[src/rtl/slot_allocator_pkg.sv]
// Shared pool configuration: default depth and slot index type.
package slot_allocator_pkg;
  localparam int SLOT_DEPTH = 16;
  localparam int SLOT_ID_W  = $clog2(SLOT_DEPTH);
  typedef logic [SLOT_ID_W-1:0] slot_id_t;
endpackage

[src/rtl/slot_allocator_if.sv]
// Alloc/release handshake and bookkeeping bus between a consumer and the allocator.
interface slot_allocator_if
  import slot_allocator_pkg::*;
#(
  parameter int DEPTH = SLOT_DEPTH,
  parameter int ID_W  = $clog2(DEPTH)
);
  logic            flush;
  logic            alloc_req;
  logic            alloc_ready;
  logic [ID_W-1:0] alloc_id;
  logic            release0_valid;
  logic [ID_W-1:0] release0_id;
  logic            release1_valid;
  logic [ID_W-1:0] release1_id;
  logic [DEPTH-1:0] busy_map;
  logic [ID_W:0]   free_count;
  logic            err_bad_release;

  modport master (
    output flush, alloc_req, release0_valid, release0_id, release1_valid, release1_id,
    input  alloc_ready, alloc_id, busy_map, free_count, err_bad_release
  );
  modport slave (
    input  flush, alloc_req, release0_valid, release0_id, release1_valid, release1_id,
    output alloc_ready, alloc_id, busy_map, free_count, err_bad_release
  );
endinterface

[src/rtl/slot_allocator_priority_finder.sv]
// Priority search: index of the lowest (FIRST_PRIORITY=1) or highest set request bit.
module priority_finder #(
  parameter int WIDTH          = 16,
  parameter int FIRST_PRIORITY = 1,
  parameter int IW             = $clog2(WIDTH)
) (
  input  logic [WIDTH-1:0] req_i,
  output logic [IW-1:0]    index_o,
  output logic             index_valid_o
);
  // Scan so the last hit written is the winning one; index defaults to 0 when nothing is set.
  always_comb begin
    index_o       = '0;
    index_valid_o = |req_i;
    if (FIRST_PRIORITY != 0) begin
      for (int i = WIDTH-1; i >= 0; i--)
        if (req_i[i]) index_o = IW'(i);
    end else begin
      for (int i = 0; i < WIDTH; i++)
        if (req_i[i]) index_o = IW'(i);
    end
  end
endmodule

[src/rtl/slot_allocator.sv]
// Busy-bitmap slot allocator: lowest-free grant, two release ports, flush, sticky bad-release flag.
module slot_allocator
  import slot_allocator_pkg::*;
#(
  parameter int DEPTH = SLOT_DEPTH,
  localparam int ID_W = $clog2(DEPTH),
  localparam int CW   = ID_W + 1
) (
  input  logic clk,
  input  logic rst,
  slot_allocator_if.slave bus
);
  logic [DEPTH-1:0] busy_q, busy_d;
  logic [CW-1:0]    cnt_q, cnt_d;
  logic             err_q, err_d;
  logic [ID_W-1:0]  free_idx;
  logic             free_vld;
  logic             fire, eff0, eff1, bad0, bad1;

  priority_finder #(.WIDTH(DEPTH), .FIRST_PRIORITY(1)) u_pf (
    .req_i         (~busy_q),
    .index_o       (free_idx),
    .index_valid_o (free_vld)
  );

  assign bus.alloc_ready     = free_vld && !bus.flush;
  assign bus.alloc_id        = free_idx;
  assign bus.busy_map        = busy_q;
  assign bus.free_count      = cnt_q;
  assign bus.err_bad_release = err_q;

  // Release decode against the registered map; a duplicate id on port 1 is folded into port 0.
  always_comb begin
    fire = bus.alloc_req && bus.alloc_ready;
    eff0 = bus.release0_valid && busy_q[bus.release0_id];
    eff1 = bus.release1_valid && busy_q[bus.release1_id]
           && !(bus.release0_valid && (bus.release0_id == bus.release1_id));
    bad0 = bus.release0_valid && !busy_q[bus.release0_id];
    bad1 = bus.release1_valid && !busy_q[bus.release1_id];
  end

  // Next state: grant and releases hit disjoint slots, so no ordering between them matters.
  always_comb begin
    busy_d = busy_q;
    cnt_d  = cnt_q;
    err_d  = err_q;
    if (bus.flush) begin
      busy_d = '0;
      cnt_d  = CW'(DEPTH);
    end else begin
      if (fire) busy_d[free_idx]        = 1'b1;
      if (eff0) busy_d[bus.release0_id] = 1'b0;
      if (eff1) busy_d[bus.release1_id] = 1'b0;
      cnt_d = cnt_q - CW'(fire) + CW'(eff0) + CW'(eff1);
      err_d = err_q | bad0 | bad1;
    end
  end

  // State registers; rst beats everything else.
  always_ff @(posedge clk) begin
    if (rst) begin
      busy_q <= '0;
      cnt_q  <= CW'(DEPTH);
      err_q  <= 1'b0;
    end else begin
      busy_q <= busy_d;
      cnt_q  <= cnt_d;
      err_q  <= err_d;
    end
  end
endmodule

[src/flat_wrapper.sv]
// flat-port wrapper written by rule: the top's interface ports become plain ports
module slot_allocator_flat import slot_allocator_pkg::*;
#(
  parameter int DEPTH = SLOT_DEPTH,
  localparam int ID_W = $clog2(DEPTH),
  localparam int CW   = ID_W + 1
)
  (clk, rst, bus_flush, bus_alloc_req, bus_release0_valid, bus_release0_id, bus_release1_valid, bus_release1_id, bus_alloc_ready, bus_alloc_id, bus_busy_map, bus_free_count, bus_err_bad_release);
  slot_allocator_if #(.DEPTH(DEPTH)) bus_i ();
  input  logic clk;
  input  logic rst;
  input wire logic [$bits(bus_i.flush)-1:0] bus_flush;
  input wire logic [$bits(bus_i.alloc_req)-1:0] bus_alloc_req;
  input wire logic [$bits(bus_i.release0_valid)-1:0] bus_release0_valid;
  input wire logic [$bits(bus_i.release0_id)-1:0] bus_release0_id;
  input wire logic [$bits(bus_i.release1_valid)-1:0] bus_release1_valid;
  input wire logic [$bits(bus_i.release1_id)-1:0] bus_release1_id;
  output wire logic [$bits(bus_i.alloc_ready)-1:0] bus_alloc_ready;
  output wire logic [$bits(bus_i.alloc_id)-1:0] bus_alloc_id;
  output wire logic [$bits(bus_i.busy_map)-1:0] bus_busy_map;
  output wire logic [$bits(bus_i.free_count)-1:0] bus_free_count;
  output wire logic [$bits(bus_i.err_bad_release)-1:0] bus_err_bad_release;
  assign bus_i.flush = bus_flush;
  assign bus_i.alloc_req = bus_alloc_req;
  assign bus_i.release0_valid = bus_release0_valid;
  assign bus_i.release0_id = bus_release0_id;
  assign bus_i.release1_valid = bus_release1_valid;
  assign bus_i.release1_id = bus_release1_id;
  assign bus_alloc_ready = bus_i.alloc_ready;
  assign bus_alloc_id = bus_i.alloc_id;
  assign bus_busy_map = bus_i.busy_map;
  assign bus_free_count = bus_i.free_count;
  assign bus_err_bad_release = bus_i.err_bad_release;
  slot_allocator #(.DEPTH(DEPTH)) u_core (.clk(clk), .rst(rst), .bus(bus_i));
endmodule
[config.mk]
export PLATFORM = sky130hd
export DESIGN_NAME = slot_allocator_flat
export DESIGN_NICKNAME = d
export VERILOG_FILES = /design/src/rtl/slot_allocator_pkg.sv /design/src/rtl/slot_allocator_if.sv /design/src/rtl/slot_allocator_priority_finder.sv /design/src/rtl/slot_allocator.sv /design/src/flat_wrapper.sv
export SDC_FILE = /design/constraint.sdc
export NUM_CORES = 1
export LEC_CHECK = 0
export CORE_ASPECT_RATIO = 1.25
export CORE_UTILIZATION = 46
export DETAILED_ROUTE_END_ITERATION = 7
export PLACE_DENSITY = 0.74
export SLEW_MARGIN = 20
export SYNTH_ARGS = -nofsm -noshare
export SYNTH_HDL_FRONTEND = slang
export SYNTH_SLANG_ARGS = --single-unit
[constraint.sdc]
create_clock -name clk -period 3 [get_ports clk]
set_clock_uncertainty 0.2 [all_clocks]
set_input_delay 0.45 -clock clk [delete_from_list [all_inputs] [get_ports clk]]
set_output_delay 0.45 -clock clk [all_outputs]
set_load 0.1 [all_outputs]
---- Word-level counts from Yosys, hierarchy flattened ----
Index checks and enable logic that the tools add are counted.
word-level totals
  register bits ........................... 22
  output and inout bits ................... 27
  word-level logic and storage cells ...... 69
cells by class
  add/subtract/negate cells ............... 3
  order comparisons ....................... 6
  equality and inequality tests ........... 1
  multiplexer cells ....................... 31
  bitwise gates (word level) .............. 8
  reduce and logical (&&, ||, !) cells .... 17
operators with widths
  cell                  number
  $mux W16              5
  $mux W4               16
  $not A16 Y16          3
  $and A16 B16 Y16      2
  $or A16 B16 Y16       1
  $reduce_or A16 Y1     1
  $lt A4 B5 Y1 const B  3
  $demux W1 S4          3
  $ge A4 B1 Y1 const B  3
  $logic_and A1 B1 Y1   11
  $add A5 B1 Y5         2
  $bmux W1 S4           2
  $mux W1               5
  $sub A5 B1 Y5         1
  $eq A4 B4 Y1          1
  $logic_not A1 Y1      4
  $or A1 B1 Y1          2
  $reduce_or A2 Y1      1

---- Logic depth before layout (Yosys ltp) ----
  depth after elaboration ................. 29
  depth in mapped cells ................... 14

---- Modules after synthesis ----
From an unflattened synthesis, not the netlist that was laid out.
second synthesis, totals
  cell total of the unflattened synthesis .. 245
  area total of the unflattened synthesis .. 1833.0 um^2
by module, submodules not included
  module           times used  cells an instance  area each (um^2)  sequential area each (um^2)
  slot_allocator   1           211                1656.6            440.4
  priority_finder  1           34                 176.4             0.0

---- Worst setup path before layout ----
No wires, ideal clock.
  path type ............................... flip-flop to flip-flop
  start ................................... register u_core.busy_q[2] (netlist: u_core.bus.busy_map[2])
  end ..................................... register u_core.cnt_q[4] (netlist: u_core.bus.free_count[4])
  arrival time ............................ 4.499 ns
  required time ........................... 2.674 ns
  setup slack ............................. -1.825 ns
  cell stages (with the launch flop) ...... 14
  period minus slack after synthesis ...... 4.825 ns
  path through ............................ dfxtp_1 > buf_2 > nand4_1 > nor2_1 > a21oi_1 > and2_1 > ha_1 > inv_1 > fa_1 > fa_1 > a21o_1 > a21oi_1 > xnor2_1 > nand2_1
between the ends
  cells in the longest elaborated chain, start to end .. 7
  elaborated cells on any way between the ends .. 14
  classes of those cells .................. add/sub (3); mux (4); bitwise (1); reduce/logical (6)
RTL lines
  what                         line                                  RTL
  from (decl)                  slot_allocator.sv:13                  logic [DEPTH-1:0] busy_q, busy_d;
  from (signal assigned)       slot_allocator.sv:66                  busy_q <= busy_d;
  $not A16 Y16                 slot_allocator.sv:21                  .req_i (~busy_q),
  $reduce_or A16 Y1            slot_allocator_priority_finder.sv:14  index_valid_o = |req_i;
  $logic_and A1 B1 Y1          slot_allocator.sv:26                  assign bus.alloc_ready = free_vld && !bus.flush;
  named net bus_alloc_ready    flat_wrapper.sv:18                    output wire logic [$bits(bus_i.alloc_ready)-1:0] bus_alloc_ready;
  $logic_and A1 B1 Y1          slot_allocator.sv:34                  fire = bus.alloc_req && bus.alloc_ready;
  $sub A5 B1 Y5                slot_allocator.sv:54                  cnt_d = cnt_q - CW'(fire) + CW'(eff0) + CW'(eff1);
  $add A5 B1 Y5 (2 in series)  slot_allocator.sv:54
  to (signal assigned)         slot_allocator.sv:63                  cnt_q <= CW'(DEPTH);
  to (signal assigned)         slot_allocator.sv:67                  cnt_q <= cnt_d;
  to (decl)                    slot_allocator.sv:14                  logic [CW-1:0] cnt_q, cnt_d;
The timed path passes the listed nets, and every way through them passes these cells. The select of a mux whose other input is x is not followed.
A chain may end at the register's enable or synchronous reset.

---- Final worst setup path ----
  start ................................... register u_core.busy_q[10] (netlist: u_core.bus.busy_map[10])
  end ..................................... register u_core.cnt_q[4] (netlist: u_core.bus.free_count[4])
between the ends
  cells in the longest elaborated chain, start to end .. 7
  elaborated cells on any way between the ends .. 14
  classes of those cells .................. add/sub (3); mux (4); bitwise (1); reduce/logical (6)
RTL lines
  what                 line
  $not A16 Y16         slot_allocator.sv:21
  $reduce_or A16 Y1    slot_allocator_priority_finder.sv:14
  $logic_and A1 B1 Y1  slot_allocator.sv:26
  $logic_and A1 B1 Y1  slot_allocator.sv:34
  $sub A5 B1 Y5        slot_allocator.sv:54
  $add A5 B1 Y5        slot_allocator.sv:54
  $add A5 B1 Y5 (*)    slot_allocator.sv:54
Every way passes the cells marked *; elsewhere a longest branch is shown, timed or not. The select of a mux whose other input is x is not followed.

==> run metrics <==
RePlAce Congestion=0.875; peak supply drop=340 µV; port buffer count=40; Leak=1.20 nW; Final setup viols=2; worst reg2reg path depth=13; CTS Buffer Depth=2; largest net degree at the start of global routing=14; hold crit path type=reg2reg; failing checks=negative setup slack; Final HPWL DP=4860 µm; CTS Root Cell=clkbuf_8; number of flops mapped to enable cells by yosys=0; global-route wire length before repair=10600 µm; P&R area growth vs syn=55.6%; routed wire length=6900 µm; IO Pins=41; slowest CP cell=mux4_2; top-area cell type share of the netlist area=0.235; Worst path depth=13; PwrDens=264 nW/µm²; ratio of cells with drive above 1 in the final layout=0.495; via count=2237; clk sink count=22; Die ar.=4330 µm²; Skew-Pair Late Insertion Delay=0.27 ns; Routed wire per std cell=18.3 µm; Post-Syn Area=1870 µm²; Via-to-Cell Ratio=5.93; CP top delay family=adder cells; row count=25; Initial DRC Count=206; worst slack, placed=-0.887 ns; Final WS setup=-0.0389 ns; Yosys reg bits=22; syn_area_per_cell=8.43 µm²; GR Util All Layers=0.332; final worst path period share=1.01; Pwr Total=0.768 mW; Final Critical Period=3.04 ns; Antenna Cells=0; WP buf/inv=1; sequential share of the synthesized area=0.235; CP startpoint kind=flop; worst hold path cell count=1; Routed Antenna Nets=0; antenna violations before repair=0; Post-synth ARST share=0; initial core utilization=0.486; Syn Inst Count=222; dpl cell area=2650 µm²; post-synth cell types=46; Largest stage delay, worst path=0.47 ns; critical path fanouts, max=3; DRC Markers=0; final non-filler cell area=2910 µm²; RSZ-0062 raised after global routing=true; status=finished with violations; router iterations before antenna repair=5; Slew Limit Headroom=0.584; Critical Path, Cell by Cell=mux4_2, nor2b_4, a211oi_4, a21oi_2, nand2_2, ha_4, inv_2, fa_2, fa_2, a21o_1, a21oi_2, xnor2_1, nand2_1; die height=73.3 µm; crit end category=flop; max cap viols=0; # nets final=344; post-synth top area cell=dfxtp_1; H-tree Lvls=1; Hold Vio Cnt, Final=0; CTS Buf Count=3; Synth Warn #=0; CORE AREA=3850 µm²; clk slew on worst S/H paths=0.09 ns; maximum clock frequency=329 MHz; top_reg_cell synth=dfxtp_1; Mapped Nets=242; critical path class=reg2reg; Die X=59.0 µm; Worst Path Arrival=3.01 ns; vias in the first global route=2117; hold slack=0.372 ns; worst-margin pin slew=0.622 ns; Max Slew Vio Count=0; Worst Path Required=2.97 ns; CTS tree=done; main area contributors after synthesis=dfxtp_1 (24%), mux4_1 (7.0%), mux4_2 (6.0%); GRT overflow=0
==> routing by layer <==
metal,routed length (µm),up-vias,global-route usage
li1,-,1043,-
met1,2840,1045,0.449
met2,3220,120,0.534
met3,496,29,0.0352
met4,339,0,0.146
met5,0,-,0
==> through the flow <==
| stage | util | TNS [ns] | cells |
|---|---|---|---|
| 6_report | 0.756 | -0.0655 | 377 |
| 3_5_place_dp | 0.688 | -2.97 | 352 |
| 4_1_cts | 0.748 | 0 | 377 |
| 3_3_place_gp | 0.688 | -2.81 | 352 |
| 5_1_grt | 0.756 | -0.228 | 377 |
| 2_1_floorplan | - | -1.20 | 222 |
==> registers in the layout, indices dropped and copies added, names as in the netlist <==
signal,cells
u_core.bus.err_bad_release,1
u_core.bus.free_count,5
u_core.bus.busy_map,16
==> area by class of cell <==
class	count	area, µm²
Clock buffer	3	41.3
Inverter	11	41.3
Timing Repair Buffer	110	875
Fill cell	301	937
Multi-Input combinational cell	176	1390
Clock inverter	1	3.75
Sequential cell	22	488
Tap cell	54	67.6
==> worst paths after layout <==
kind,start,to,slack [ns]
worst min-delay path,u_core.bus.busy_map[14],u_core.bus.busy_map[14],0.37
worst min register to register,u_core.bus.busy_map[14],u_core.bus.busy_map[14],0.37
worst max register to register,u_core.bus.busy_map[10],u_core.bus.free_count[4],-0.04
worst max-delay path,u_core.bus.busy_map[10],u_core.bus.free_count[4],-0.04
==> logic make-up after synthesis <==
kind of cell / Yosys count / synth area share
simple gates: 91 / 0.252
compound gates: 60 / 0.229
buf+inv: 24 / 0.0615
flops: 22 / 0.235
mux: 11 / 0.136
xor+xnor: 8 / 0.0375
fa+ha+maj: 6 / 0.0482
==> synthesized netlist by cell type (all sizes together), types with 6 or more instances <==
master and n:
inv 11, nor3 8, o221a 6, a21oi 16, a31oi 9, nand4 6
o21ai 10, buf 9, dfxtp 22, mux4 10, nand2 21, nand3 8
nor2 21
==> what timing repair did <==
item,in CTS,in global routing
pin swaps,10,7
resized for setup,22,15
hold buffers,0,0
endpoints found under the setup margin,5,5
buffers inserted,21,1
==> worst reg2reg max path, stage by stage (launching register included) <==
cell      delay [ns]
dfxtp_4         0.37
mux4_2          0.48
nor2b_4         0.16
a211oi_4        0.23
a21oi_2         0.08
nand2_2         0.08
ha_4            0.13
inv_2           0.03
fa_2            0.36
fa_2            0.35
a21o_1          0.17
a21oi_2         0.12
xnor2_1         0.12
nand2_1         0.06
==> cells in the final DEF, fill, tap and decap left out, types with 3 or more instances in the layout <==
master and n:
a21oi_1 12, a21oi_2 3, a311oi_1 5, a31oi_1 9, and2_1 3, buf_4 92, buf_6 5, clkbuf_8 3
clkdlybuf4s50_1 8, dfxtp_1 6, dfxtp_2 5, dfxtp_4 11, ha_1 3, inv_1 9, mux4_2 8, nand2_1 18
nand2_2 3, nand2b_1 3, nand3_1 7, nand3b_1 4, nand4_1 6, nor2_1 19, nor3_1 7, nor3b_1 3
o21ai_0 10, o221a_2 6, or2_0 3, xor2_1 5
==> report_power, final <==
| part | internal, mW | total, mW | switching, mW |
|---|---|---|---|
| clock network | 0.0916 | 0.194 | 0.103 |
| registers | 0.291 | 0.299 | 0.00787 |
| logic | 0.107 | 0.275 | 0.168 |
| total | 0.490 | 0.768 | 0.278 |
No activity file was read; power rests on OpenSTA's default activity.
==> edit, RTL diff (config.mk and constraints unchanged) <==
Make the reset (`rst`) asynchronous in one clocked block.
--- a/src/rtl/slot_allocator.sv
+++ b/src/rtl/slot_allocator.sv
@@ -57,7 +57,7 @@
   end
 
   // State registers; rst beats everything else.
-  always_ff @(posedge clk) begin
+  always_ff @(posedge clk or posedge rst) begin
     if (rst) begin
       busy_q <= '0;
       cnt_q  <= CW'(DEPTH);
Check against the original RTL: differs if rst is asserted again (counterexample within 4 cycles, from zero or initial values and one cycle with rst high); with rst held inactive, the same outputs for 4 cycles.
==> edit against the unedited design <==
The flow still finishes with violations (negative setup slack). Worst setup slack worse by 0.034 ns. Routed wire length is 6.8% lower. Power is 50% higher. Sequential cell count stayed put. Area after synthesis is 6.0% higher. Design area is 1.8% lower. Die area is 5.8% higher.
==> edit: results (changes against the unedited design) <==
Synth
  • Top_reg_cell synth: dfrtp_1
  • Synth cell types: 53 (+15%)
  • Synth top area share: 26.50% (+3.0 points)
  • Syn nets: 238 (-1.7%)
  • Top cells by count, synth: 26 x nor2_1, 21 x dfrtp_1, 18 x nand2_1
  • Synth area leaders: dfrtp_1 26%, mux4_2 5.7%, nor2_1 4.9%
  • Post-synthesis sequential area ratio: 27.82% (+4.3 points)
  • Async S/R FF share, synth: 100.0% (+100 points)

CTS
  • # resized after CTS: 14 (-36%)
  • Clk buf depth: 2 (unchanged)
  • Root buffer cell: clkbuf_8
  • Clock transition at the registers of the reported paths: 0.08 ns
  • H-tree depth: 1 (unchanged)
  • Clk Latency, worst-skew pair: 0.27 ns (about the same)
  • Num CTS Buffers: 3 (unchanged)
  • Post-CTS setup repair buffer count: 2 (-90%)

Placement
  • Port Buffers: 40 (unchanged)
  • HPWL after detailed placement: 5024 um (+3.4%)
  • Pre-CTS setup slack: -0.8074 ns (+0.07947 ns)
  • RePlAce Congestion: 0.9959 (+14%)

Global routing
  • Pin count of the biggest net entering global routing: 24 (+10)
  • GRT met3 Usage: 5.093% (+1.6 points)
  • Global-route wire length before repair: 10,230 um (-4.0%)
  • Met2 usage: 52.26% (-1.2 points)
  • Antenna violations before repair: 0 (unchanged)
  • GRT Overall Usage: 31.19% (-2.0 points)
  • Vias in the first global route: 2,047 (-3.3%)
  • Met1 Use GR: 38.33% (-6.5 points)

Critical path
  • CP max stage delay: 0.46 ns
  • Cell depth of the worst setup path: 12 (-1)
  • CP startpoint: u_core.bus.busy_map[15]$_DFF_PP0_
  • Worst reg2reg endpoint: u_core.bus.free_count[2]$_DFF_PP0_
  • CP max stage cell: mux4_2
  • Critical path peak fanout: 2 (-1)
  • Worst EP arrival: 3.03 ns (+0.02 ns)
  • CP endpoint kind: flip-flop

Final layout
  • Final Net Count: 321 (-6.7%)
  • Fraction of layout cells with a size suffix above 1: 44.67% (-4.9 points)
  • Diodes inserted: 0 (unchanged)
  • FILL cells: 352 (+17%)

Min path
  • Hold Crit Start: u_core.bus.err_bad_release$_DFFE_PP0N_
  • Hold Path End: u_core.bus.err_bad_release$_DFFE_PP0N_
  • Worst Hold Depth: 1 (unchanged)
  • Hold/Removal Path Class: reg -> reg

Power and ir drop
  • Peak supply drop: 565.6 uV (+67%)
  • Leakage: 1.225 nW (+2.2%)

Status
  • Status: finished with violations
  • Failing checks: negative setup slack

Timing
  • Fin worst setup slack: -0.07297 ns (-0.03404 ns)
  • Slew of the pin with the lowest slew margin: 0.8605 ns (+0.2383 ns)
  • Hold Worst Slack: 0.2900 ns (-0.08191 ns)
  • Setup TNS: -0.08502 ns (-0.01947 ns)
  • Final setup vio count: 2 (unchanged)

Route
  • Final wirelength: 6426 um (-6.8%)
  • Initial DRC Count: 185 (-10%)
  • Vias: 2,161 (-3.4%)
  • Drt first pass iters: 5 (unchanged)
-- edit: cell count changes after synthesis, moves of 4 or more --
cell / before / now
o21ai_0: 10 / 6
dfrtp_1: 0 / 21
dfxtp_1: 22 / 0
nor2_1: 21 / 26
nor3_1: 8 / 1
inv_1: 10 / 15
nor2b_1: 3 / 9
o221a_2: 6 / 0
a31oi_1: 9 / 5
a311oi_1: 5 / 1
a2111oi_0: 0 / 5
-- edit: logic make-up after synthesis --
family	Yosys count	share of synthesized area, %
adder cells (fa/ha/maj)	6	4.543
XOR/XNOR	8	3.533
AND/OR/NAND/NOR	90	24.04
multiplexers	9	10.35
flip-flops	22	27.82
buffers and inverters	27	7.886
AO/OA/AOI/OAI	56	21.83
-- edit: stage by stage --
stage | instance area, um^2 | std cells
after floorplan | 2053 | 218
after global placement | 2721 | 349
after detailed placement | 2721 | 349
after CTS | 2849 | 355
after global routing | 2859 | 356
final | 2859 | 356
-- edit: power by group --
| part | leakage, nW | total [mW] | internal [mW] | switching [mW] |
|---|---|---|---|---|
| Sequential | 0.266 | 0.348 | 0.325 | 0.0234 |
| Combinational | 0.924 | 0.520 | 0.178 | 0.342 |
| Clock | 0.0357 | 0.283 | 0.178 | 0.105 |
| Total | 1.22 | 1.15 | 0.681 | 0.471 |
-- edit: area by class of cell --
type | instances | area, um^2 | share of cell area [%]
repair buffers | 90 | 729.5 | 25.51
clock buffers | 3 | 41.29 | 1.444
clock inverters | 1 | 30.03 | 1.050
inverters | 15 | 56.30 | 1.969
flip-flops and latches | 22 | 584.3 | 20.44
multi-input cells | 169 | 1348 | 47.13
well taps | 56 | 70.07 | 2.451
-- edit: per-layer routing --
layer | vias up | routed length, um
met5 | - | 0
met4 | 0 | 338
met3 | 29 | 439
met2 | 127 | 3165
met1 | 1042 | 2483
li1 | 963 | -
